--- config.mk ---
export PLATFORM = sky130hd
export DESIGN_NAME = bus_cycle_ctrl
export DESIGN_NICKNAME = d
export VERILOG_FILES = /design/src/rtl/pixy_bus_pkg.sv /design/src/rtl/bus_cycle_ctrl_step_sync.sv /design/src/rtl/bus_cycle_ctrl.sv
export SDC_FILE = /design/constraint.sdc
export NUM_CORES = 1
export LEC_CHECK = 0
export ABC_CLOCK_PERIOD_IN_PS = 2700
export BUFFER_PORTS_ARGS = -buffer_cell sky130_fd_sc_hd__buf_2
export CAP_MARGIN = 20
export CORE_MARGIN = 2
export CORE_UTILIZATION = 55
export DETAILED_ROUTE_END_ITERATION = 7
export PLACE_DENSITY = 0.83
export SLEW_MARGIN = 10
export SYNTH_ARGS = -nofsm -noshare
export SYNTH_HDL_FRONTEND = slang
export SYNTH_SLANG_ARGS = --single-unit
--- constraint.sdc ---
create_clock -name CLK -period 2.7 [get_ports CLK]
set_input_delay 0.54 -clock CLK [delete_from_list [all_inputs] [get_ports CLK]]
set_output_delay 0.54 -clock CLK [all_outputs]
set_load 0.005 [all_outputs]
--- src/rtl/pixy_bus_pkg.sv ---
`default_nettype none
// ============================================================================
//  Module      : pixy_bus_pkg
//  Description : Shared types, constants and the address-decode function for
//                the Pixy-68000 bus-cycle controller.
//  Revision    : 1.0  initial release
// ============================================================================
package pixy_bus_pkg;

   // Width of the per-region wait-state counter (wait values 0..15)
   localparam int WAIT_W = 4;

   // Default memory map of the Pixy-68000 board
   localparam int          DEF_ADDR_W     = 24;
   localparam int          DEF_BANK_BITS  = 19;
   localparam int          DEF_PROM_BANKS = 2;
   localparam int          DEF_SRAM_BANKS = 2;
   localparam logic [31:0] DEF_SRAM_BASE  = 32'h0010_0000;
   localparam int          DEF_PROM_WAIT  = 2;
   localparam int          DEF_SRAM_WAIT  = 0;

   // Bus-cycle FSM state encoding
   typedef logic [2:0] state_t;
   localparam state_t ST_IDLE   = 3'd0;
   localparam state_t ST_DECODE = 3'd1;
   localparam state_t ST_WAIT   = 3'd2;
   localparam state_t ST_HOLD   = 3'd3;
   localparam state_t ST_ACK    = 3'd4;
   localparam state_t ST_ERR    = 3'd5;

   // Memory region selected by an address
   typedef enum logic [1:0] {
      REG_NONE = 2'd0,
      REG_PROM = 2'd1,
      REG_SRAM = 2'd2
   } region_e;

   // Result of an address decode: region plus bank index inside it
   typedef struct packed {
      region_e    region;
      logic [7:0] bank;
   } decode_t;

   // Map a byte address onto {region, bank}. PROM starts at zero; SRAM starts
   // at an aligned base, so the bank index equals the address bits just above
   // the bank offset. A0 never affects the result because banks are far larger
   // than one word.
   function automatic decode_t pixy_decode(
      input logic [31:0] addr,
      input int          bank_bits,
      input int          prom_banks,
      input int          sram_banks,
      input logic [31:0] sram_base
   );
      decode_t     d;
      logic [31:0] prom_top;
      logic [31:0] sram_top;
      d.region = REG_NONE;
      d.bank   = 8'd0;
      prom_top = 32'(prom_banks) << bank_bits;
      sram_top = sram_base + (32'(sram_banks) << bank_bits);
      if (addr < prom_top) begin
         d.region = REG_PROM;
         d.bank   = 8'(addr >> bank_bits);
      end else if ((addr >= sram_base) && (addr < sram_top)) begin
         d.region = REG_SRAM;
         d.bank   = 8'((addr - sram_base) >> bank_bits);
      end
      return d;
   endfunction

endpackage
`default_nettype wire

--- src/rtl/bus_cycle_ctrl_step_sync.sv ---
`default_nettype none
// ============================================================================
//  Module      : step_sync
//  Description : Two-flop synchroniser for the asynchronous STEP button plus
//                a one-clock rising-edge pulse.
//  Revision    : 1.0  initial release
// ============================================================================
module step_sync (
   input  logic clk,
   input  logic rst,
   input  logic i_step,
   output logic o_pulse
);

   logic r_meta;
   logic r_sync;
   logic r_prev;

   // Bring STEP into the clock domain and keep one cycle of history
   always_ff @(posedge clk) begin
      if (rst) begin
         r_meta <= 1'b0;
         r_sync <= 1'b0;
         r_prev <= 1'b0;
      end else begin
         r_meta <= i_step;
         r_sync <= r_meta;
         r_prev <= r_sync;
      end
   end

   assign o_pulse = r_sync & ~r_prev;

endmodule
`default_nettype wire

--- src/rtl/bus_cycle_ctrl.sv ---
`default_nettype none
// ============================================================================
//  Module      : bus_cycle_ctrl
//  Description : 68000 bus-cycle controller: chip-select decode for PROM and
//                SRAM banks, per-region wait states, bus error on unmapped or
//                illegal cycles, and single-step hold of every bus cycle.
//  Revision    : 1.0  initial release
// ============================================================================
module bus_cycle_ctrl
   import pixy_bus_pkg::*;
#(
   parameter int          ADDR_W     = DEF_ADDR_W,
   parameter int          BANK_BITS  = DEF_BANK_BITS,
   parameter int          PROM_BANKS = DEF_PROM_BANKS,
   parameter int          SRAM_BANKS = DEF_SRAM_BANKS,
   parameter logic [31:0] SRAM_BASE  = DEF_SRAM_BASE,
   parameter int          PROM_WAIT  = DEF_PROM_WAIT,
   parameter int          SRAM_WAIT  = DEF_SRAM_WAIT
) (
   input  logic                  CLK,
   input  logic                  RESET,
   input  logic [ADDR_W-1:0]     A,
   input  logic                  AS_N,
   input  logic                  RW,
   input  logic                  STEPEN,
   input  logic                  STEP,
   output logic [PROM_BANKS-1:0] PROMCS_N,
   output logic [SRAM_BANKS-1:0] SRAMCS_N,
   output logic                  OE_N,
   output logic                  WE_N,
   output logic                  DTACK_N,
   output logic                  BERR_N,
   output logic                  RUN
);

   localparam logic [WAIT_W-1:0] c_prom_wait = PROM_WAIT[WAIT_W-1:0];
   localparam logic [WAIT_W-1:0] c_sram_wait = SRAM_WAIT[WAIT_W-1:0];

   state_t              r_state;
   state_t              w_next;
   logic [WAIT_W-1:0]   r_cnt;
   logic [WAIT_W-1:0]   w_cnt_next;
   region_e             r_region;
   logic [7:0]          r_bank;
   logic                r_rw;
   logic                r_stepen;

   decode_t             w_dec;
   logic [WAIT_W-1:0]   w_wait_dec;
   region_e             w_region_n;
   logic [7:0]          w_bank_n;
   logic                w_rw_n;
   logic                w_strobe;
   logic                w_step_pulse;
   logic [PROM_BANKS-1:0] w_prom_sel;
   logic [SRAM_BANKS-1:0] w_sram_sel;

   step_sync u_step_sync (
      .clk     (CLK),
      .rst     (RESET),
      .i_step  (STEP),
      .o_pulse (w_step_pulse)
   );

   assign w_dec      = pixy_decode(32'(A), BANK_BITS, PROM_BANKS, SRAM_BANKS, SRAM_BASE);
   assign w_wait_dec = (w_dec.region == REG_PROM) ? c_prom_wait : c_sram_wait;

   // Cycle attributes as they will be after this edge: DECODE captures them
   // from the bus, every later state keeps the latched copy.
   assign w_region_n = (r_state == ST_DECODE) ? w_dec.region : r_region;
   assign w_bank_n   = (r_state == ST_DECODE) ? w_dec.bank   : r_bank;
   assign w_rw_n     = (r_state == ST_DECODE) ? RW           : r_rw;

   // Strobes are live in every state that belongs to an accepted memory cycle
   assign w_strobe = (w_next == ST_WAIT) || (w_next == ST_HOLD) || (w_next == ST_ACK);

   // One-hot bank selects; only the latched region's bank can ever match
   for (genvar i = 0; i < PROM_BANKS; i++) begin : g_prom_cs
      assign w_prom_sel[i] = w_strobe && (w_region_n == REG_PROM) && (w_bank_n == 8'(i));
   end

   for (genvar j = 0; j < SRAM_BANKS; j++) begin : g_sram_cs
      assign w_sram_sel[j] = w_strobe && (w_region_n == REG_SRAM) && (w_bank_n == 8'(j));
   end

   // Next-state and wait-counter logic; AS_N high aborts any unfinished cycle
   always_comb begin
      w_next     = r_state;
      w_cnt_next = r_cnt;
      case (r_state)
         ST_IDLE: begin
            if (!AS_N) begin
               w_next = ST_DECODE;
            end
         end
         ST_DECODE: begin
            if (AS_N) begin
               w_next = ST_IDLE;
            end else if ((w_dec.region == REG_NONE) ||
                         ((w_dec.region == REG_PROM) && !RW)) begin
               w_next = ST_ERR;
            end else begin
               w_cnt_next = w_wait_dec;
               if (w_wait_dec != '0) begin
                  w_next = ST_WAIT;
               end else if (STEPEN) begin
                  w_next = ST_HOLD;
               end else begin
                  w_next = ST_ACK;
               end
            end
         end
         ST_WAIT: begin
            if (AS_N) begin
               w_next = ST_IDLE;
            end else if (r_cnt <= WAIT_W'(1)) begin
               w_cnt_next = '0;
               w_next     = r_stepen ? ST_HOLD : ST_ACK;
            end else begin
               w_cnt_next = r_cnt - WAIT_W'(1);
            end
         end
         ST_HOLD: begin
            if (AS_N) begin
               w_next = ST_IDLE;
            end else if (w_step_pulse || !STEPEN) begin
               w_next = ST_ACK;
            end
         end
         ST_ACK, ST_ERR: begin
            if (AS_N) begin
               w_next = ST_IDLE;
            end
         end
         default: begin
            w_next = ST_IDLE;
         end
      endcase
   end

   // State, cycle attributes and registered bus outputs
   always_ff @(posedge CLK) begin
      if (RESET) begin
         r_state  <= ST_IDLE;
         r_cnt    <= '0;
         r_region <= REG_NONE;
         r_bank   <= 8'd0;
         r_rw     <= 1'b1;
         r_stepen <= 1'b0;
         PROMCS_N <= '1;
         SRAMCS_N <= '1;
         OE_N     <= 1'b1;
         WE_N     <= 1'b1;
         DTACK_N  <= 1'b1;
         BERR_N   <= 1'b1;
         RUN      <= 1'b0;
      end else begin
         r_state  <= w_next;
         r_cnt    <= w_cnt_next;
         r_region <= w_region_n;
         r_bank   <= w_bank_n;
         r_rw     <= w_rw_n;
         if (r_state == ST_DECODE) begin
            r_stepen <= STEPEN;
         end
         PROMCS_N <= ~w_prom_sel;
         SRAMCS_N <= ~w_sram_sel;
         OE_N     <= ~(w_strobe && w_rw_n);
         WE_N     <= ~(w_strobe && !w_rw_n && (w_region_n == REG_SRAM));
         DTACK_N  <= ~(w_next == ST_ACK);
         BERR_N   <= ~(w_next == ST_ERR);
         RUN      <= (w_next != ST_HOLD);
      end
   end

endmodule
`default_nettype wire

==> impl_metrics.py, run 1 <==
metrics = {
    "cts": {
        "root_buffer": "clkbuf_4",
        "numCtsBuffers": 5,
        "post_cts_buffers": 0,
        "worstSkewPairLatency_ns": 0.33,
        "cts_tree": "done",
        "clkTransAtPathRegs_ns": 0.09,
        "cts_hold_buffers": 0,
        "htreeDepth": 2,
        "cts-resized-gates": 0,
        "cts_sinks": 31,
        "cts.path.max_buffers": 2,
    },
    "final_layout": {
        "fin_util_pct": 64.8,
        "nets": 220,
        "syn_to_final_growth_pct": 11.8,
        "layout-drive-gt1-share_pct": 19.7,
        "n_antenna_cell": 0,
    },
    "timing": {
        "finalClockSkew_ns": 0.00700,
        "finalHoldViolCount": 0,
        "tightestPinTransition_ns": 0.548,
        "slew_viol_final": 0,
        "setup_violations": 0,
        "period_needed_ns": 1.88,
        "final.setup.tns_ns": 0,
        "rsz0062_at_grt": "false",
        "max_freq_ghz": 0.533,
        "finalCritPeriodShare_pct": 69.5,
        "slew_headroom_pct": 63.4,
    },
    "floorplanning": {
        "rows": 18,
        "core_sq_um": 2450,
        "fp.dieW_um": 54.9,
        "start_util_pct": 58.0,
        "io_pins": 39,
        "die_h_um": 54.9,
        "dieArea_sq_um": 3010,
    },
    "setup_path": {
        "path_max_fanout": 6,
        "cp-startpoint": "r_cnt[0]",
        "startpoint_type": "register",
        "path_cells": "inv_1 -> ha_1 -> nor2_1 -> nor3_2 -> a221o_2 -> a21oi_2 -> o21ai_1",
        "regToRegSetupSlack_ns": 0.82,
        "slowest_stage": "a221o_2",
        "worstSetupPathType": "register to register",
        "r2r_end": "SRAMCS_N[1]",
        "reg2reg_depth": 7,
        "end_kind": "register",
        "cp.required_ns": 2.91,
        "endpoint": "SRAMCS_N[1]",
        "arrival_ns": 2.09,
        "worstReg2RegStart": "r_cnt[0]",
        "critPathMaxStageDelay_ns": 0.43,
    },
    "synth": {
        "synthMostInstantiatedCell": "dfxtp_1",
        "ys_seq_area_share_pct": 43.6,
        "yosysTopAreaCellShare_pct": 43.6,
        "synth.net_count": 199,
        "syn_area_sq_um": 1420,
        "synth-edff-count": 0,
        "synth_cell_type_count": 39,
        "ys_top_cells_by_area": "dfxtp_1 (44%), a21oi_1 (6.7%), nand2_1 (3.7%)",
        "async_reset_ff_share_pct": 0,
        "synth_area_per_cell_sq_um": 8.57,
        "yosys_warnings": 0,
        "syn-instance-count": 166,
        "synth_common_cells": "dfxtp_1 (31), a21oi_1 (19), nand2_1 (14)",
        "yosys_register_bits": 31,
        "synth_ff_type": "dfxtp_1",
        "yosys.area.top_type": "dfxtp_1",
    },
    "status": {
        "status": "completed",
    },
    "route": {
        "wire_per_inst_um": 13.6,
        "drtIter0Drc": 22,
        "final_antenna_net_count": 0,
        "drt_wl_total_um": 2970,
        "vias_per_cell": 5.80,
        "drc": 0,
        "via_count": 1265,
        "firstDrtPassIters": 4,
    },
    "hold_path": {
        "hp-class": "primary input to register",
    },
    "pwr": {
        "power.internal_uw": 592,
        "p_switching_uw": 201,
        "p_clk_share_pct": 31.8,
        "p_per_area_nw_per_um2": 499,
        "leakagePower_uw": 0.000580,
        "vdd_ir_drop_max_mv": 0.496,
        "swShare_pct": 25.4,
        "power_frac_seq_pct": 59.3,
        "combPwrFrac_pct": 8.9,
    },
    "grt": {
        "antenna_found_initial": 0,
        "grt_usage_pct": 23.2,
        "globalRouteOverflowTotal": 0,
        "grt_max_degree": 31,
        "grt_first_pass_wirelength_um": 4850,
        "first_global_vias": 1185,
    },
    "place": {
        "gp_congestion": 0.851,
        "dp_hpwl_um": 2200,
        "placement.io_buffers": 19,
    },
    "run": {
        "cap_viol_max_count": 0,
    },
}
-- cells by family after synthesis --
family / after synthesis / synth area share (%)
compound gates: 41 / 17.3
buf+inv: 13 / 3.96
fa+ha+maj: 3 / 2.64
mux: 1 / 0.704
flops: 31 / 43.6
simple gates: 77 / 31.8
-- metal layers --
layer,wire length [um],GRT usage (%),up-vias
li1,-,-,633
met1,1270,24.9,594
met2,1530,40.7,33
met3,137,8.47,5
met4,34,9.17,0
met5,0,0,-
-- cell usage in the layout (no fill, tap or decap), drive strengths merged, types with 3 or more instances in the layout --
| cell | n |
|---|---|
| dfxtp | 31 |
| buf | 22 |
| a21oi | 21 |
| nand2 | 14 |
| nor2 | 13 |
| nor3 | 13 |
| o21ai | 8 |
| nand2b | 7 |
| nor2b | 7 |
| clkbuf | 7 |
| nor3b | 6 |
| inv | 5 |
| a31oi | 4 |
| and2 | 3 |
| ha | 3 |
| nor4 | 3 |
-- stage by stage --
step | total power (uW) | hold slack (ns) | setup slack, ns | std cells | instance area [sq um]
6_report | 793 | 0.414 | 0.824 | 218 | 1590
5_1_grt | 825 | 0.437 | 0.622 | 218 | 1590
4_1_cts | 804 | 0.396 | 0.818 | 218 | 1590
3_5_place_dp | 551 | 0.448 | 0.689 | 210 | 1540
3_3_place_gp | 546 | 0.417 | 0.757 | 210 | 1540
2_1_floorplan | 524 | 0.414 | 0.996 | 166 | 1420
-- sequential cells by signal, indices dropped and copies added (netlist names) --
register,count
u_step_sync.r_sync,1
OE_N,1
DTACK_N,1
PROMCS_N,2
WE_N,1
BERR_N,1
r_stepen,1
RUN,1
u_step_sync.r_prev,1
r_bank,8
r_region,2
u_step_sync.r_meta,1
r_state,3
r_cnt,4
SRAMCS_N,2
r_rw,1
-- how the worst min path moves through the flow --
stage          slack [ns]            endpoint                from  cells after the start
6_report             0.41  u_step_sync.r_meta                STEP                      2
5_1_grt              0.44  u_step_sync.r_meta                STEP                      2
4_1_cts              0.40  u_step_sync.r_meta                STEP                      2
3_5_place_dp         0.45  u_step_sync.r_sync  u_step_sync.r_meta                      1
3_3_place_gp         0.42  u_step_sync.r_sync  u_step_sync.r_meta                      1
2_1_floorplan        0.41  u_step_sync.r_sync  u_step_sync.r_meta                      1
-- worst max-delay path, delay by kind of cell, from the launching register on --
family,cells,cell delay [ns]
flops,1,0.39
fa+ha+maj,1,0.23
compound gates,3,0.76
buf+inv,1,0.08
simple gates,2,0.29
-- power by group through the flow --
stage / Combinational (uW) / Sequential, uW / Clock (uW)
floorplan: 45.7 / 478 / 0
global placement: 65.7 / 480 / 0
detailed placement: 70.0 / 481 / 0
CTS: 70.1 / 470 / 264
global route: 79.0 / 471 / 275
finish: 70.3 / 470 / 252
-- cell type report --
cell class	instances	area, sq um
Sequential cell	31	621
Clock buffer	7	45.0
Multi-Input combinational cell	122	746
Tap cell	30	37.5
Fill cell	221	865
Inverter	5	18.8
Timing Repair Buffer	22	118
Clock inverter	1	5.00
No activity file was read; power rests on OpenSTA's default activity.
==> run 2: changes to the inputs <==
--- a/config.mk
+++ b/config.mk
@@ -5,13 +5,13 @@
 export SDC_FILE = /design/constraint.sdc
 export NUM_CORES = 1
 export LEC_CHECK = 0
-export ABC_CLOCK_PERIOD_IN_PS = 2700
+export ABC_CLOCK_PERIOD_IN_PS = 1950
 export BUFFER_PORTS_ARGS = -buffer_cell sky130_fd_sc_hd__buf_2
 export CAP_MARGIN = 20
 export CORE_MARGIN = 2
-export CORE_UTILIZATION = 55
+export CORE_UTILIZATION = 51
 export DETAILED_ROUTE_END_ITERATION = 7
-export PLACE_DENSITY = 0.83
+export PLACE_DENSITY = 0.78
 export SLEW_MARGIN = 10
 export SYNTH_ARGS = -nofsm -noshare
 export SYNTH_HDL_FRONTEND = slang
==> constraint.sdc (replaced) <==
create_clock -name CLK -period 1.95 [get_ports CLK]
set_input_delay 0.39 -clock CLK [delete_from_list [all_inputs] [get_ports CLK]]
set_output_delay 0.39 -clock CLK [all_outputs]
set_load 0.005 [all_outputs]
==> run 2 against run 1 <==
Against the previous run: first-iteration DRC count grew 100%; worst setup slack got worse by 0.72 ns; via count down 0.47%; final area rose by 3.0%; clock-buffer cell count up 1; clock skew down 0.0015 ns; largest power group unchanged; die area grew 7.3%; largest cell class unchanged; utilization shrank 4.3 points; maximum frequency rose by 1.8%.
==> impl_metrics.py, run 2 (same netlist as run 1, synthesis figures left out) <==
metrics = {
    "status": {
        "status": "completed",
    },
    "hold_path": {
        "hp-class": "primary input to register",
        "min_to": "u_step_sync.r_meta",
        "min_path_cells": 2,
        "worstHoldStart": "STEP",
    },
    "floorplanning": {
        "dieArea_sq_um": 3230,
        "io_pins": 39,
        "rows": 19,
        "die_h_um": 56.8,
        "core_sq_um": 2710,
        "fp.dieW_um": 56.8,
        "start_util_pct": 52.5,
    },
    "place": {
        "placed_cells": 213,
        "dp_hpwl_um": 2240,
        "placement.io_buffers": 19,
        "gp_congestion": 0.855,
    },
    "final_layout": {
        "final_cell_mix": "dfxtp_1 (31), a21oi_1 (19), buf_2 (19)",
        "layout-drive-gt1-share_pct": 22.1,
        "final_common_cell": "dfxtp_1",
        "ff_latch_area_sq_um": 621,
        "nets": 222,
        "multi_input_area_sq_um": 758,
        "largest-register": "r_bank",
        "finalNonFillerCells": 221,
        "largestRegisters": "r_bank x8, r_cnt x4, r_state x3",
        "largest_reg_flops": 8,
        "n_antenna_cell": 0,
        "fillCellCount": 265,
        "syn_to_final_growth_pct": 15.1,
    },
    "grt": {
        "grt_first_pass_wirelength_um": 5340,
        "globalRouteOverflowTotal": 0,
        "first_global_vias": 1229,
        "grt_usage_pct": 21.6,
        "grt_max_degree": 31,
        "antenna_found_initial": 0,
    },
    "pwr": {
        "leakagePower_uw": 0.000601,
        "swShare_pct": 24.3,
        "p_per_area_nw_per_um2": 722,
        "vdd_ir_drop_max_mv": 0.658,
        "combPwrFrac_pct": 8.8,
        "p_clk_share_pct": 36.2,
        "power.internal_uw": 895,
        "power_frac_seq_pct": 55.1,
        "p_switching_uw": 287,
    },
    "timing": {
        "period_needed_ns": 1.84,
        "tightestPinTransition_ns": 0.551,
        "setup_violations": 0,
        "slew_headroom_pct": 63.2,
        "finalHoldViolCount": 0,
        "max_freq_ghz": 0.543,
        "finalCritPeriodShare_pct": 94.5,
        "final.setup.tns_ns": 0,
        "finalClockSkew_ns": 0.00551,
        "slew_viol_final": 0,
        "rsz0062_at_grt": "false",
    },
    "cts": {
        "cts_tree": "done",
        "cts.path.max_buffers": 2,
        "root_buffer": "clkbuf_4",
        "post_cts_buffers": 0,
        "cts_sinks": 31,
        "cts-resized-gates": 0,
        "htreeDepth": 2,
        "cts_hold_buffers": 0,
        "clkTransAtPathRegs_ns": 0.09,
        "worstSkewPairLatency_ns": 0.34,
        "numCtsBuffers": 5,
    },
    "route": {
        "drtIter0Drc": 44,
        "firstDrtPassIters": 4,
        "drt_wl_total_um": 3180,
        "vias_per_cell": 5.70,
        "final_antenna_net_count": 0,
        "wire_per_inst_um": 14.4,
        "via_count": 1259,
        "drc": 0,
    },
    "setup_path": {
        "path_max_fanout": 4,
        "worstSetupPathType": "register to register",
        "regToRegSetupSlack_ns": 0.11,
        "worstReg2RegStart": "r_cnt[0]",
        "cp.required_ns": 2.18,
        "path_cells": "inv_1 -> ha_1 -> nor2_2 -> nor3_2 -> a221o_2 -> or3_1",
        "startpoint_type": "register",
        "arrival_ns": 2.07,
        "slowest_stage": "a221o_2",
        "end_kind": "register",
        "critPathMaxStageDelay_ns": 0.44,
        "r2r_end": "DTACK_N",
        "reg2reg_depth": 6,
    },
    "run": {
        "cap_viol_max_count": 0,
    },
}
==> run 2: how the worst max path moves through the flow <==
stage          startpoint          end  slack, ns  cells after the start
2_1_floorplan    r_cnt[0]      DTACK_N       0.25                      6
3_3_place_gp     r_cnt[0]  PROMCS_N[1]       0.11                      7
3_5_place_dp     r_cnt[0]  SRAMCS_N[1]       0.03                      7
4_1_cts          r_cnt[0]  SRAMCS_N[1]       0.02                      7
5_1_grt          r_cnt[0]  SRAMCS_N[1]      0.008                      7
6_report         r_cnt[0]      DTACK_N       0.11                      6
==> run 2: routing by layer <==
metal  up-vias  part of all wire, %  global-route usage [%]
li1        630                    -                       -
met5         -                    0                       0
met4         0                  2.8                    10.3
met3        11                  4.2                    7.14
met1       590                   43                    25.0
met2        28                   50                    35.7
==> run 2: critical path: cells and delay by family, from the launching register on <==
kind                     cells  cell delay, ns
AO/OA/AOI/OAI                1            0.44
buffers and inverters        1            0.09
flip-flops                   1            0.41
adder cells (fa/ha/maj)      1            0.24
AND/OR/NAND/NOR              3            0.56
==> run 2: layout make-up <==
type	count	area share, %
Multi-Input combinational cell	122	46.3
Tap cell	31	2.37
Timing Repair Buffer	24	8.10
Inverter	5	1.15
Sequential cell	31	37.9
Clock buffer	8	4.20
==> run 2: power groups by stage <==
stage	combinational (uW)	clock [uW]	sequential, uW
global placement	94.9	0	665
detailed placement	99.8	0	666
floorplan	63.3	0	662
CTS	101	433	651
global route	116	464	653
finish	104	427	651
==> run 2: metrics by stage <==
stage	cell area (sq um)	hold slack [ns]	setup slack (ns)	utilization, %	power [uW]
global route	1640	0.274	0.00753	60.4	1230
floorplan	1420	0.414	0.246	-	726
detailed placement	1560	0.426	0.0252	57.4	766
CTS	1630	0.266	0.0173	60.0	1190
global placement	1560	0.425	0.108	57.4	760
finish	1640	0.267	0.107	60.4	1180
